==> config.mk <==
export PLATFORM = sky130hd
export DESIGN_NAME = divider_with_interface
export DESIGN_NICKNAME = d
export VERILOG_FILES = /design/src/rtl/divider_pkg.sv /design/src/rtl/restoring_divider_core.sv /design/src/rtl/divider_with_interface.sv
export SDC_FILE = /design/constraint.sdc
export NUM_CORES = 1
export LEC_CHECK = 0
export CAP_MARGIN = 20
export CORE_ASPECT_RATIO = 0.5
export CORE_MARGIN = 2
export CORE_UTILIZATION = 60
export DETAILED_ROUTE_END_ITERATION = 10
export PLACE_DENSITY = 0.86
export SLEW_MARGIN = 10
export SYNTH_ARGS = -nofsm -noshare
export SYNTH_HDL_FRONTEND = slang
export SYNTH_SLANG_ARGS = --single-unit
export TNS_END_PERCENT = 20
==> constraint.sdc <==
create_clock -name clk -period 2.8 [get_ports clk]
set_input_delay 0.56 -clock clk [delete_from_list [all_inputs] [get_ports clk]]
set_output_delay 0.56 -clock clk [all_outputs]
set_load 0.02 [all_outputs]
==> src/rtl/divider_pkg.sv <==
// Shared constants and the interface FSM state type for the byte-serial divider.
package divider_pkg;
   localparam int DW = 16;
   localparam int BW = 8;
   localparam int NB = DW / BW;

   typedef enum logic [1:0] {
      LOAD,
      COMPUTE,
      OUTPUT
   } state_t;
endpackage

==> src/rtl/restoring_divider_core.sv <==
// Unsigned restoring divider, one quotient bit per clock; load on start, done pulses after DW iterations.
// No backpressure: start is honoured whenever asserted and results hold until the next start.
module restoring_divider_core
   import divider_pkg::*;
(
   input  logic          clk,
   input  logic          reset,
   input  logic          start,
   input  logic [DW-1:0] dividend,
   input  logic [DW-1:0] divisor,
   output logic          busy,
   output logic          done,
   output logic [DW-1:0] quotient,
   output logic [DW-1:0] remainder
);
   localparam int CW = $clog2(DW + 1);

   logic [DW-1:0] accReg;
   logic [DW-1:0] qReg;
   logic [DW-1:0] mReg;
   logic [CW-1:0] iterCnt;
   logic [DW:0]   accShift;
   logic [DW-1:0] diff;
   logic          fits;

   // The partial remainder is always below M, so the shifted value fits in DW+1
   // bits and a successful subtraction result fits back into DW bits.
   always_comb begin
      accShift = {accReg, qReg[DW-1]};
      fits     = (accShift >= {1'b0, mReg});
      diff     = accShift[DW-1:0] - mReg;
   end

   always_ff @(posedge clk or negedge reset) begin
      if (!reset) begin
         accReg  <= '0;
         qReg    <= '0;
         mReg    <= '0;
         iterCnt <= '0;
         busy    <= 1'b0;
         done    <= 1'b0;
      end else if (start) begin
         accReg  <= '0;
         qReg    <= dividend;
         mReg    <= divisor;
         iterCnt <= CW'(DW);
         busy    <= 1'b1;
         done    <= 1'b0;
      end else if (busy) begin
         accReg  <= fits ? diff : accShift[DW-1:0];
         qReg    <= {qReg[DW-2:0], fits};
         iterCnt <= iterCnt - CW'(1);
         if (iterCnt == CW'(1)) begin
            busy <= 1'b0;
            done <= 1'b1;
         end
      end else begin
         done <= 1'b0;
      end
   end

   assign quotient  = qReg;
   assign remainder = accReg;
endmodule

==> src/rtl/divider_with_interface.sv <==
// Byte-serial 16/16 divider peripheral: 4 operand bytes in, 4 result bytes out; OutBuffFull 17 clocks after last capture.
// Sender retries bytes offered outside LOAD; result bytes wait for ReceiveData rising edges.
module divider_with_interface
   import divider_pkg::*;
(
   input  logic          clk,
   input  logic          reset,
   input  logic          StartData,
   input  logic [BW-1:0] DataIn,
   input  logic          ReceiveData,
   output logic          ReadyToAccept,
   output logic          Valid,
   output logic          OutBuffFull,
   output logic [BW-1:0] DataOut
);
   localparam int OPW = 2 * DW - BW;
   localparam int BCW = $clog2(2 * NB);
   localparam logic [BCW-1:0] LAST = BCW'(2 * NB - 1);

   state_t          state;
   logic            armed;
   logic            rxPrev;
   logic [BCW-1:0]  inCnt;
   logic [BCW-1:0]  outCnt;
   logic [OPW-1:0]  opReg;
   logic [2*DW-1:0] resBuf;
   logic [2*DW-1:0] opWord;
   logic            capture;
   logic            deliver;
   logic            coreStart;
   logic            coreBusy;
   logic            coreDone;
   logic [DW-1:0]   quotient;
   logic [DW-1:0]   remainder;

   assign capture   = (state == LOAD) && StartData && armed;
   assign deliver   = OutBuffFull && ReceiveData && !rxPrev;
   assign opWord    = {opReg, DataIn};
   // The core loads straight from the bus on the final capture edge, saving a cycle.
   assign coreStart = capture && (inCnt == LAST);

   restoring_divider_core uCore (
      .clk       (clk),
      .reset     (reset),
      .start     (coreStart),
      .dividend  (opWord[2*DW-1:DW]),
      .divisor   (opWord[DW-1:0]),
      .busy      (coreBusy),
      .done      (coreDone),
      .quotient  (quotient),
      .remainder (remainder)
   );

   always_ff @(posedge clk or negedge reset) begin
      if (!reset) begin
         state         <= LOAD;
         armed         <= 1'b1;
         rxPrev        <= 1'b0;
         inCnt         <= '0;
         outCnt        <= '0;
         opReg         <= '0;
         resBuf        <= '0;
         ReadyToAccept <= 1'b0;
         Valid         <= 1'b0;
         OutBuffFull   <= 1'b0;
         DataOut       <= '0;
      end else begin
         ReadyToAccept <= capture;
         Valid         <= deliver;
         rxPrev        <= ReceiveData;
         if (capture) begin
            armed <= 1'b0;
         end else if (!StartData) begin
            armed <= 1'b1;
         end

         case (state)
            LOAD: begin
               if (capture) begin
                  opReg <= opWord[OPW-1:0];
                  inCnt <= inCnt + BCW'(1);
                  if (inCnt == LAST) begin
                     inCnt <= '0;
                     state <= COMPUTE;
                  end
               end
            end
            COMPUTE: begin
               if (coreDone && !coreBusy) begin
                  resBuf      <= {quotient, remainder};
                  OutBuffFull <= 1'b1;
                  outCnt      <= '0;
                  state       <= OUTPUT;
               end
            end
            OUTPUT: begin
               if (deliver) begin
                  DataOut <= resBuf[2*DW-1 -: BW];
                  resBuf  <= {resBuf[2*DW-BW-1:0], {BW{1'b0}}};
                  outCnt  <= outCnt + BCW'(1);
                  if (outCnt == LAST) begin
                     OutBuffFull <= 1'b0;
                     state       <= LOAD;
                  end
               end
            end
            default: state <= LOAD;
         endcase
      end
   end
endmodule

Word level (Yosys, flattened, before mapping)

Index checks and enable logic that the tools add are counted.

Reduce and logical (&&, ||, !) cells: 16
Eq/ne operators: 12
Divide/modulo/power cells: 0
Mux-type cells: 32
Bitwise logic cells: 0
Multipliers: 0
Add/sub/neg operators: 4
Order comparisons: 1
Shifts and indexed selects: 0

Operator list:

| cell                                                   | count |
|---|---|
| two-way mux 16 bit                                     | 5 |
| two-way mux 32 bit                                     | 2 |
| one-hot mux 32 bit (2 select lines)                    | 1 |
| greater-or-equal comparator 17 x 16 -> 1 bit           | 1 |
| two-way mux 2 bit                                      | 8 |
| subtractor 16 bit                                      | 1 |
| two-way mux 1 bit                                      | 11 |
| two-way mux 5 bit                                      | 2 |
| inequality test 2 bit (second input constant)          | 4 |
| == test 2 bit (second input constant)                  | 3 |
| logical AND 1 bit                                      | 6 |
| one-hot mux 2 bit (3 select lines)                     | 1 |
| == test 5 x 1 -> 1 bit (second input constant)         | 1 |
| AND reduction 5 bit                                    | 1 |
| subtractor 5 x 1 -> 5 bit (second input constant)      | 1 |
| adder 2 x 1 -> 2 bit (second input constant)           | 2 |
| inequality test 2 x 1 -> 1 bit (second input constant) | 2 |
| one-hot mux 2 bit (2 select lines)                     | 1 |
| AND reduction 2 bit                                    | 2 |
| AND reduction 4 bit                                    | 1 |
| nonzero test 2 bit                                     | 2 |
| inequality test 3 bit (second input constant)          | 1 |
| AND reduction 3 bit                                    | 1 |
| == test 2 x 1 -> 1 bit (second input constant)         | 1 |
| other kinds (3)                                        | 4 |

Bits in writable memories: 0
Latch bits: 0
ROM bits: 0
Register bits: 130
Output and inout bits: 11
Memories kept: 0
Logic and storage cells: 82

Logic depth before layout (Yosys ltp)

Gate-level depths: netlist of the first run.

Depth in word-level cells: 5
Gate-level depth with buffers: 11

Cells and area by module

From an unflattened synthesis of the first run, not the netlist that was laid out.

Cell total of the unflattened synthesis: 588
Area, all modules: 6,580.1 µm²

Modules (own cells, without submodules):

| module                 | cells an instance | area an instance (µm²) | instances | seq. area each (µm²) |
|---|---|---|---|---|
| restoring_divider_core | 365               | 3,308.2                | 1         | 1,376.3 |
| divider_with_interface | 223               | 3,271.9                | 1         | 1,878.1 |

Least setup slack after synthesis of the first run

No wires, ideal clock.

Kind: flip-flop to flip-flop
From: register uCore.qReg[15] (netlist: uCore.quotient[15])
To: register uCore.accReg[12] (netlist: uCore.remainder[12])
Arrival time: 2,147 ps
Slack: 510 ps
Clock period less this slack: 2,290 ps
Cell stages (with the launch flop): 11
Library setup time: 143 ps
Buffers on the path: 0
Cell sequence: dfrtp_1 > inv_1 > ha_1 > fa_1 > nand2b_1 > a21oi_1 > o21ai_1 > a221o_1 > mux2_2 > nand3_1 > a31oi_1

Longest elaborated chain between the ends: 4

Ends and longest elaborated chain:

| what                                                                                     | RTL line                                                   | source |
|---|---|---|
| from (decl)                                                                              | restoring_divider_core.sv:19                               | `logic [DW-1:0] qReg;` |
| from (signal assigned)                                                                   | restoring_divider_core.sv:44                               | `qReg <= dividend;` |
| from (signal assigned)                                                                   | restoring_divider_core.sv:51                               | `qReg <= {qReg[DW-2:0], fits};` |
| subtractor 16 bit / greater-or-equal comparator 17 x 16 -> 1 bit (equally long branches) | restoring_divider_core.sv:31, restoring_divider_core.sv:30 |  |
| two-way mux 16 bit (*)                                                                   | restoring_divider_core.sv:50                               | `accReg <= fits ? diff : accShift[DW-1:0];` |
| two-way mux 16 bit (*)                                                                   | restoring_divider_core.sv:49                               | `end else if (busy) begin` |
| two-way mux 16 bit (*)                                                                   | restoring_divider_core.sv:42                               | `end else if (start) begin` |
| to (signal assigned)                                                                     | restoring_divider_core.sv:50                               |  |
| to (decl)                                                                                | restoring_divider_core.sv:18                               | `logic [DW-1:0] accReg;` |

Mark *: on every way between the ends. The rest lies on a longest branch, timed or not. The select of a mux whose other input is x is not followed.
A chain may end at the register's enable or synchronous reset.

Worst setup path in the final report of the first run

Same ends and word-level chain as after synthesis.

==> impl_metrics.toml, run 1 <==
[clocking]
cts_max_level = 4
cts_root_buffer = "clkbuf_16"
clock-sinks = 130
hold_buffers = 0
cts_tree = "done"
post_cts_buffers = 0
cts_made_buffers = 17
cts_buffer_depth = 2
clkTransAtPathRegs_ns = 0.06
ctsResizeCount = 0
clk_latency_ns = 0.43

[setup_path]
path_cells = "inv_1, ha_1, fa_1, nand2b_1, a21oi_1, o21ai_1, a221o_1, mux2_2, nand3_1, a31oi_1"
required_ns = 3.07
cp_max_fo = 3
rrSetupSlack_ns = 0.14
rr_startpoint = "uCore.quotient[15]$_DFFE_PN0P_"
regToRegEndpoint = "uCore.remainder[12]$_DFFE_PN0P_"
worst-path-buf-inv = 1
slowest_delay_ns = 0.43
arrival_ns = 2.92
slowest_stage = "fa_1"
critPathCaptureType = "register"
worst_setup_path_start_kind = "register"
cp_top_family = "compound AO/OA/AOI/OAI gates"
crit_type = "register to register"
r2r_cells = 10
cp_num_cells = 10

[synth]
synth_edf_count = 0
netlist_area_mm2 = 0.00633
yosysWarnings = 0
synthArstFlopShare_pct = 100
synth_cells = 636
synth-seq-cells = 130
synth_cell_types = 56
ys_seq_area_share_pct = 51.4
synth-main-ff-cell = "dfrtp_1"
avgSynthCellArea_um2 = 9.95
syn-num-nets = 669

[power]
powerDensity_mw_per_mm2 = 1510
comb_power_share_pct = 46.2
p_clk_share_pct = 21.7
p_int_mw = 6.56
sw_frac_of_total_pct = 40.8
p_total_mw = 11.1
pwr-share-seq_pct = 32.1
switchingPower_mw = 4.52
ir_drop_v = 0.000657
leakagePower_nw = 3.26

[die]
dieWidth_um = 149
die_area_mm2 = 0.0114
rows = 26
start_util_pct = 61.8
io_pins = 23
fp.dieH_um = 76.6
core-area_mm2 = 0.0102

[grt]
grt-ovfl-total = 0
antenna_found_initial = 0
grt_pass1_wl_um = 26600
grt_pass1_vias = 4972
grtUsageTotal_pct = 30.8
grt_max_degree = 72

[cells_and_area]
synthToLayoutAreaGrowth_pct = 16.1
drive_above_1_share_pct = 13.2
fin_nets = 687
fin_area_mm2 = 0.00735
diodes = 0
nFillCells = 683
layout_common_cells = "128 x dfrtp_1, 96 x nand2_1, 65 x o21ai_0, 48 x a21oi_1"
final_common_cell = "dfrtp_1"

[detailed_routing]
post_drt_wl_per_cell_um = 20.4
dr.pass1.iters = 7
detail-route-antenna-nets = 0
drc_errors = 0
wl_um = 16400
vias = 5036
drtIter0Drc = 593
routed_via_density = 6.24

[sta]
finalCritPeriodShare_pct = 94.8
max_freq_mhz = 377
rsz0062_at_grt = "no"
setup_viol = 0
relSlewSlack_pct = 52.8
hold_viol = 0
period_minus_slack_ns = 2.66
finalClockSkew_ns = 0.00929
worst_pin_slew_ns = 0.707
setup-tns-final_ns = 0
drv_slew = 0

[hold_path]
worstHoldPathType = "input pin to asynchronous set/reset pin"

[job]
maxCapViolCount = 0

[place]
place.gp.congestion = 0.918
placed_area_mm2 = 0.00672
dpl.hpwl_um = 9580
io_buffers = 22

[status]
status = "completed"
-- synthesized netlist by cell type (all sizes together), types with 2 or more instances --
cell | count | area share, %
nor3 | 3 | 0.24
dfrtp | 129 | 51
a21oi | 50 | 4.1
or2 | 3 | 0.34
o21ai | 67 | 5.3
ha | 20 | 4.0
buf | 11 | 0.85
a211oi | 6 | 0.71
nor2 | 46 | 2.7
mux2 | 29 | 5.2
nand2 | 96 | 5.7
and3 | 2 | 0.28
xnor2 | 11 | 1.5
o21a | 3 | 0.36
inv | 28 | 1.7
nor2b | 5 | 0.49
clkbuf | 26 | 1.6
o211ai | 2 | 0.24
nand3b | 2 | 0.24
mux2i | 46 | 7.3
xor2 | 3 | 0.42
nand4 | 3 | 0.30
and2 | 2 | 0.20
o32a | 2 | 0.32
a31oi | 2 | 0.20
nand3 | 15 | 1.2
nand2b | 5 | 0.49
-- area by class of cell --
class	instances	area (um^2)	area share, %
Inverter	28	105	1.43
Clock inverter	13	181	2.47
Sequential cell	130	3260	44.3
Clock buffer	19	453	6.16
Multi-Input combinational cell	441	2830	38.5
Tap cell	140	175	2.38
Timing Repair Buffer	36	348	4.73
-- power groups by stage --
stage          clock network (mW)  registers (mW)  logic [mW]
6_report                     2.40            3.56        5.12
5_1_grt                      2.50            3.63        5.58
4_1_cts                      2.39            3.52        5.02
3_5_place_dp                    0            3.49        4.79
3_3_place_gp                    0            3.44        4.60
2_1_floorplan                   0            3.31        3.71
-- how the worst max path moves through the flow --
stage	from	to
global placement	uCore.quotient[15]$_DFFE_PN0P_	uCore.remainder[14]$_DFFE_PN0P_
floorplan	uCore.quotient[15]$_DFFE_PN0P_	uCore.remainder[12]$_DFFE_PN0P_
CTS	uCore.quotient[15]$_DFFE_PN0P_	uCore.remainder[14]$_DFFE_PN0P_
detailed placement	uCore.quotient[15]$_DFFE_PN0P_	uCore.remainder[14]$_DFFE_PN0P_
global route	uCore.quotient[15]$_DFFE_PN0P_	uCore.remainder[12]$_DFFE_PN0P_
finish	uCore.quotient[15]$_DFFE_PN0P_	uCore.remainder[12]$_DFFE_PN0P_
-- registers in the layout (all words and copies together), names as in the netlist --
name / flops
resBuf: 32
Valid: 1
state: 2
uCore.done: 1
DataOut: 8
ReadyToAccept: 1
inCnt: 2
OutBuffFull: 1
uCore.mReg: 16
outCnt: 2
rxPrev: 1
uCore.quotient: 16
armed: 1
uCore.remainder: 16
uCore.busy: 1
opReg: 24
uCore.iterCnt: 5
-- metal layers --
| layer | up-vias | track usage, % | part of all wire [%] |
|---|---|---|---|
| li1 | 2228 | - | - |
| met1 | 2434 | 41.2 | 41 |
| met2 | 307 | 47.4 | 46 |
| met3 | 67 | 8.86 | 8.6 |
| met4 | 0 | 13.0 | 3.8 |
| met5 | - | 0 | 0 |
-- logic make-up (layout without fill, tap and decap cells) --
logic type,count (synthesis),in the layout,synth area share (%)
adder cells (fa/ha/maj),21,21,4.27
XOR/XNOR,14,14,1.94
multiplexers,75,75,12.5
buffers and inverters,65,96,4.07
flip-flops,130,130,51.4
AO/OA/AOI/OAI,144,144,13.0
AND/OR/NAND/NOR,187,187,12.8
-- through the flow --
step / setup WS, ns / hold slack (ns) / util, % / cells
2_1_floorplan: 0.510 / 0.264 / - / 636
3_3_place_gp: 0.365 / 0.436 / 65.5 / 775
6_report: 0.145 / 0.131 / 71.7 / 807
4_1_cts: 0.185 / 0.146 / 71.7 / 807
5_1_grt: 0.0630 / 0.161 / 71.7 / 807
3_5_place_dp: 0.249 / 0.444 / 65.5 / 775
Power figures use the tool's default switching activity.
==> run 2, diff against run 1 <==
--- a/config.mk
+++ b/config.mk
@@ -8,11 +8,12 @@
 export CAP_MARGIN = 20
 export CORE_ASPECT_RATIO = 0.5
 export CORE_MARGIN = 2
-export CORE_UTILIZATION = 60
+export CORE_UTILIZATION = 50
 export DETAILED_ROUTE_END_ITERATION = 10
-export PLACE_DENSITY = 0.86
+export PLACE_DENSITY = 0.75
 export SLEW_MARGIN = 10
 export SYNTH_ARGS = -nofsm -noshare
 export SYNTH_HDL_FRONTEND = slang
+export SYNTH_HIERARCHICAL = 1
 export SYNTH_SLANG_ARGS = --single-unit
 export TNS_END_PERCENT = 20
==> run 2 against run 1 <==
Wire length shrank 13%. First-iteration DRC count shrank 17%. Highest routed layer unchanged. Worst setup slack lost 0.041 ns. Cell area grew 3.8%. Die area grew 24%. Critical path type unchanged. Largest cell class unchanged. Utilization shrank 12 points.
==> impl_metrics.toml, run 2 <==
[cells_and_area]
finish.utilization_pct = 59.8
diodes = 0
fin_nets = 646
reg.largest.list = "resBuf (32), opReg (24)"
fin_area_mm2 = 0.00763
drive_above_1_share_pct = 23.6
final_common_cell = "dfrtp_1"
layout_common_cells = "128 x dfrtp_1, 72 x nand2_1, 64 x mux2_2, 44 x o21ai_0, 30 x inv_1"
largest-register = "resBuf"
synthToLayoutAreaGrowth_pct = 16.0
largest_reg_flops = 32

[synth]
ys_seq_area_share_pct = 49.5
synth_top_family_by_area = "multiplexers"
yosys.cell_count.top_type = "dfrtp_1"
synth-main-ff-cell = "dfrtp_1"
syn-num-nets = 621
synth_edf_count = 0
synth_top_cell_area_share_pct = 49.1
avgSynthCellArea_um2 = 11.2
synthTopCellsByCount = "129 x dfrtp_1, 72 x nand2_1, 64 x mux2_2, 44 x o21ai_0, 30 x inv_1"
synthArstFlopShare_pct = 100
synth_mux_area_share_pct = 19.5
yosys-top-cells-area = "dfrtp_1 49%, mux2_2 11%, mux2_4 4.6%"
synth_xor_xnor_area_share_pct = 1.60
synth_compound_area_share_pct = 10.9
synth_cell_types = 62
yosysWarnings = 6
synth-seq-cells = 130
synth_cells = 588
synth_fa_ha_area_share_pct = 4.11
netlist_area_mm2 = 0.00658
synthSimpleGateAreaFrac_pct = 9.96
synth_largest_area_cell = "dfrtp_1"

[setup_path]
cp_max_fo = 10
required_ns = 3.11
arrival_ns = 3.00
crit_type = "register to register"
critPathCaptureType = "register"
worst_setup_path_start_kind = "register"

[power]
leakagePower_nw = 3.54
powerDensity_mw_per_mm2 = 560
ir_drop_v = 0.000449

[grt]
grt-ovfl-total = 0
grt_pass1_wl_um = 24000
grt_max_degree = 57
antenna_found_initial = 0
grt_pass1_vias = 4446
grtUsageTotal_pct = 21.8

[die]
start_util_pct = 51.5
core-area_mm2 = 0.0128
dieWidth_um = 166
rows = 29
fp.dieH_um = 85.1
io_pins = 23
die_area_mm2 = 0.0141

[sta]
worst_pin_slew_ns = 0.679
holdWs_ns = 0.148
drv_slew = 0
relSlewSlack_pct = 54.7
setup_viol = 0
period_minus_slack_ns = 2.70
rsz0062_at_grt = "yes"
finalClockSkew_ns = 0.00945
hold_viol = 0
finalCritPeriodShare_pct = 96.3
max_freq_mhz = 371

[detailed_routing]
vias = 4496
drtIter0Drc = 494
drc_errors = 0
routed_via_density = 5.65
post_drt_wl_per_cell_um = 18.0
dr.pass1.iters = 5
topRoutingLayerUsed = "met4"
wl_um = 14300
wl_met1_um = 7060
wl_met2_um = 6430
wl_met3_um = 636
detail-route-antenna-nets = 0

[place]
place.gp.congestion = 0.946
placed_area_mm2 = 0.00699
io_buffers = 22
dpl.hpwl_um = 9980

[clocking]
cts_made_buffers = 17
clkTransAtPathRegs_ns = 0.06
cts_tree = "done"
cts_root_buffer = "clkbuf_16"
clk_latency_ns = 0.42
cts_max_level = 4
post_cts_buffers = 0
clock-sinks = 130
cts_buffer_depth = 2

[status]
status = "completed"

[hold_path]
worstHoldPathType = "input pin to asynchronous set/reset pin"

[job]
maxCapViolCount = 0
-- run 2: changes by cell type in the layout (fill, tap and decap cells not counted), sizes merged, moves of 5 or more --
cell,previous run,this run
mux2,29,84
a21oi,50,15
nand2,96,73
mux2i,46,26
nor2,46,29
o21ai,67,51
nand3,15,4
inv,29,36
nor3,3,9
a211oi,6,11
a311oi,1,6
-- run 2: cells by family (layout without fill, tap and decap cells) --
kind of cell,Yosys count,count (layout)
simple gates,143,143
flops,130,130
compound gates,111,111
mux,110,110
buf+inv,61,99
fa+ha+maj,21,21
xor+xnor,12,12
-- run 2: repair_timing --
| action | CTS | global route |
|---|---|---|
| gates resized for setup | 0 | 4 |
| setup endpoints to repair | 0 | 13 |
| hold buffers | 0 | 0 |
-- run 2: metal layers --
layer	GRT usage [%]	vias up
li1	-	2116
met5	0	-
met3	4.90	14
met4	6.58	0
met1	32.4	2243
met2	32.0	123
-- run 2: layout make-up --
cell class	count	area, um^2
Inverter	30	113
Sequential cell	130	3260
Clock inverter	15	199
Fill cell	1020	5140
Clock buffer	17	425
Timing Repair Buffer	37	368
Tap cell	170	213
Multi-Input combinational cell	397	3060
-- run 2: worst max-delay path, cell delays in order, from the launching register on --
cell and delay (ns):
dfrtp_1 0.44, ha_1 0.32, nor2b_1 0.20, o31a_1 0.26, o21ai_1 0.18, o41ai_4 0.36
a21oi_4 0.17, or3_1 0.37, a311oi_1 0.29
-- run 2: per-stage QoR --
stage	setup TNS (ns)	power, mW	setup slack [ns]	instances
finish	0	4.28	0.104	796
CTS	0	4.31	0.153	796
floorplan	0	1.91	0.502	588
global placement	0	1.97	0.193	764
global route	-0.0234	4.41	-0.0234	796
detailed placement	0	1.98	0.191	764
-- run 2: path summary, 6_finish.rpt --
kind,depth (start not counted),start,slack [ns],endpoint
worst max-delay path,8,uCore/remainder[0]$_DFFE_PN0P_,0.10,uCore/remainder[3]$_DFFE_PN0P_
worst min-delay path,1,reset,0.15,uCore/iterCnt[3]$_DFFE_PN0P_
worst max register to register,8,uCore/remainder[0]$_DFFE_PN0P_,0.10,uCore/remainder[3]$_DFFE_PN0P_
worst min register to register,2,armed$_DFFE_PN1P_,0.48,armed$_DFFE_PN1P_
max in group asynchronous,2,reset,1.84,uCore/quotient[3]$_DFFE_PN0P_
min in group clk,2,armed$_DFFE_PN1P_,0.48,armed$_DFFE_PN1P_
-- run 2: where the power goes --
group	switching (mW)	total, mW	leakage, nW	internal, mW
Sequential	0.000194	1.88	1.66	1.88
Clock	0.907	2.34	0.296	1.43
Combinational	0.0406	0.0588	1.58	0.0182
Total	0.948	4.28	3.54	3.33
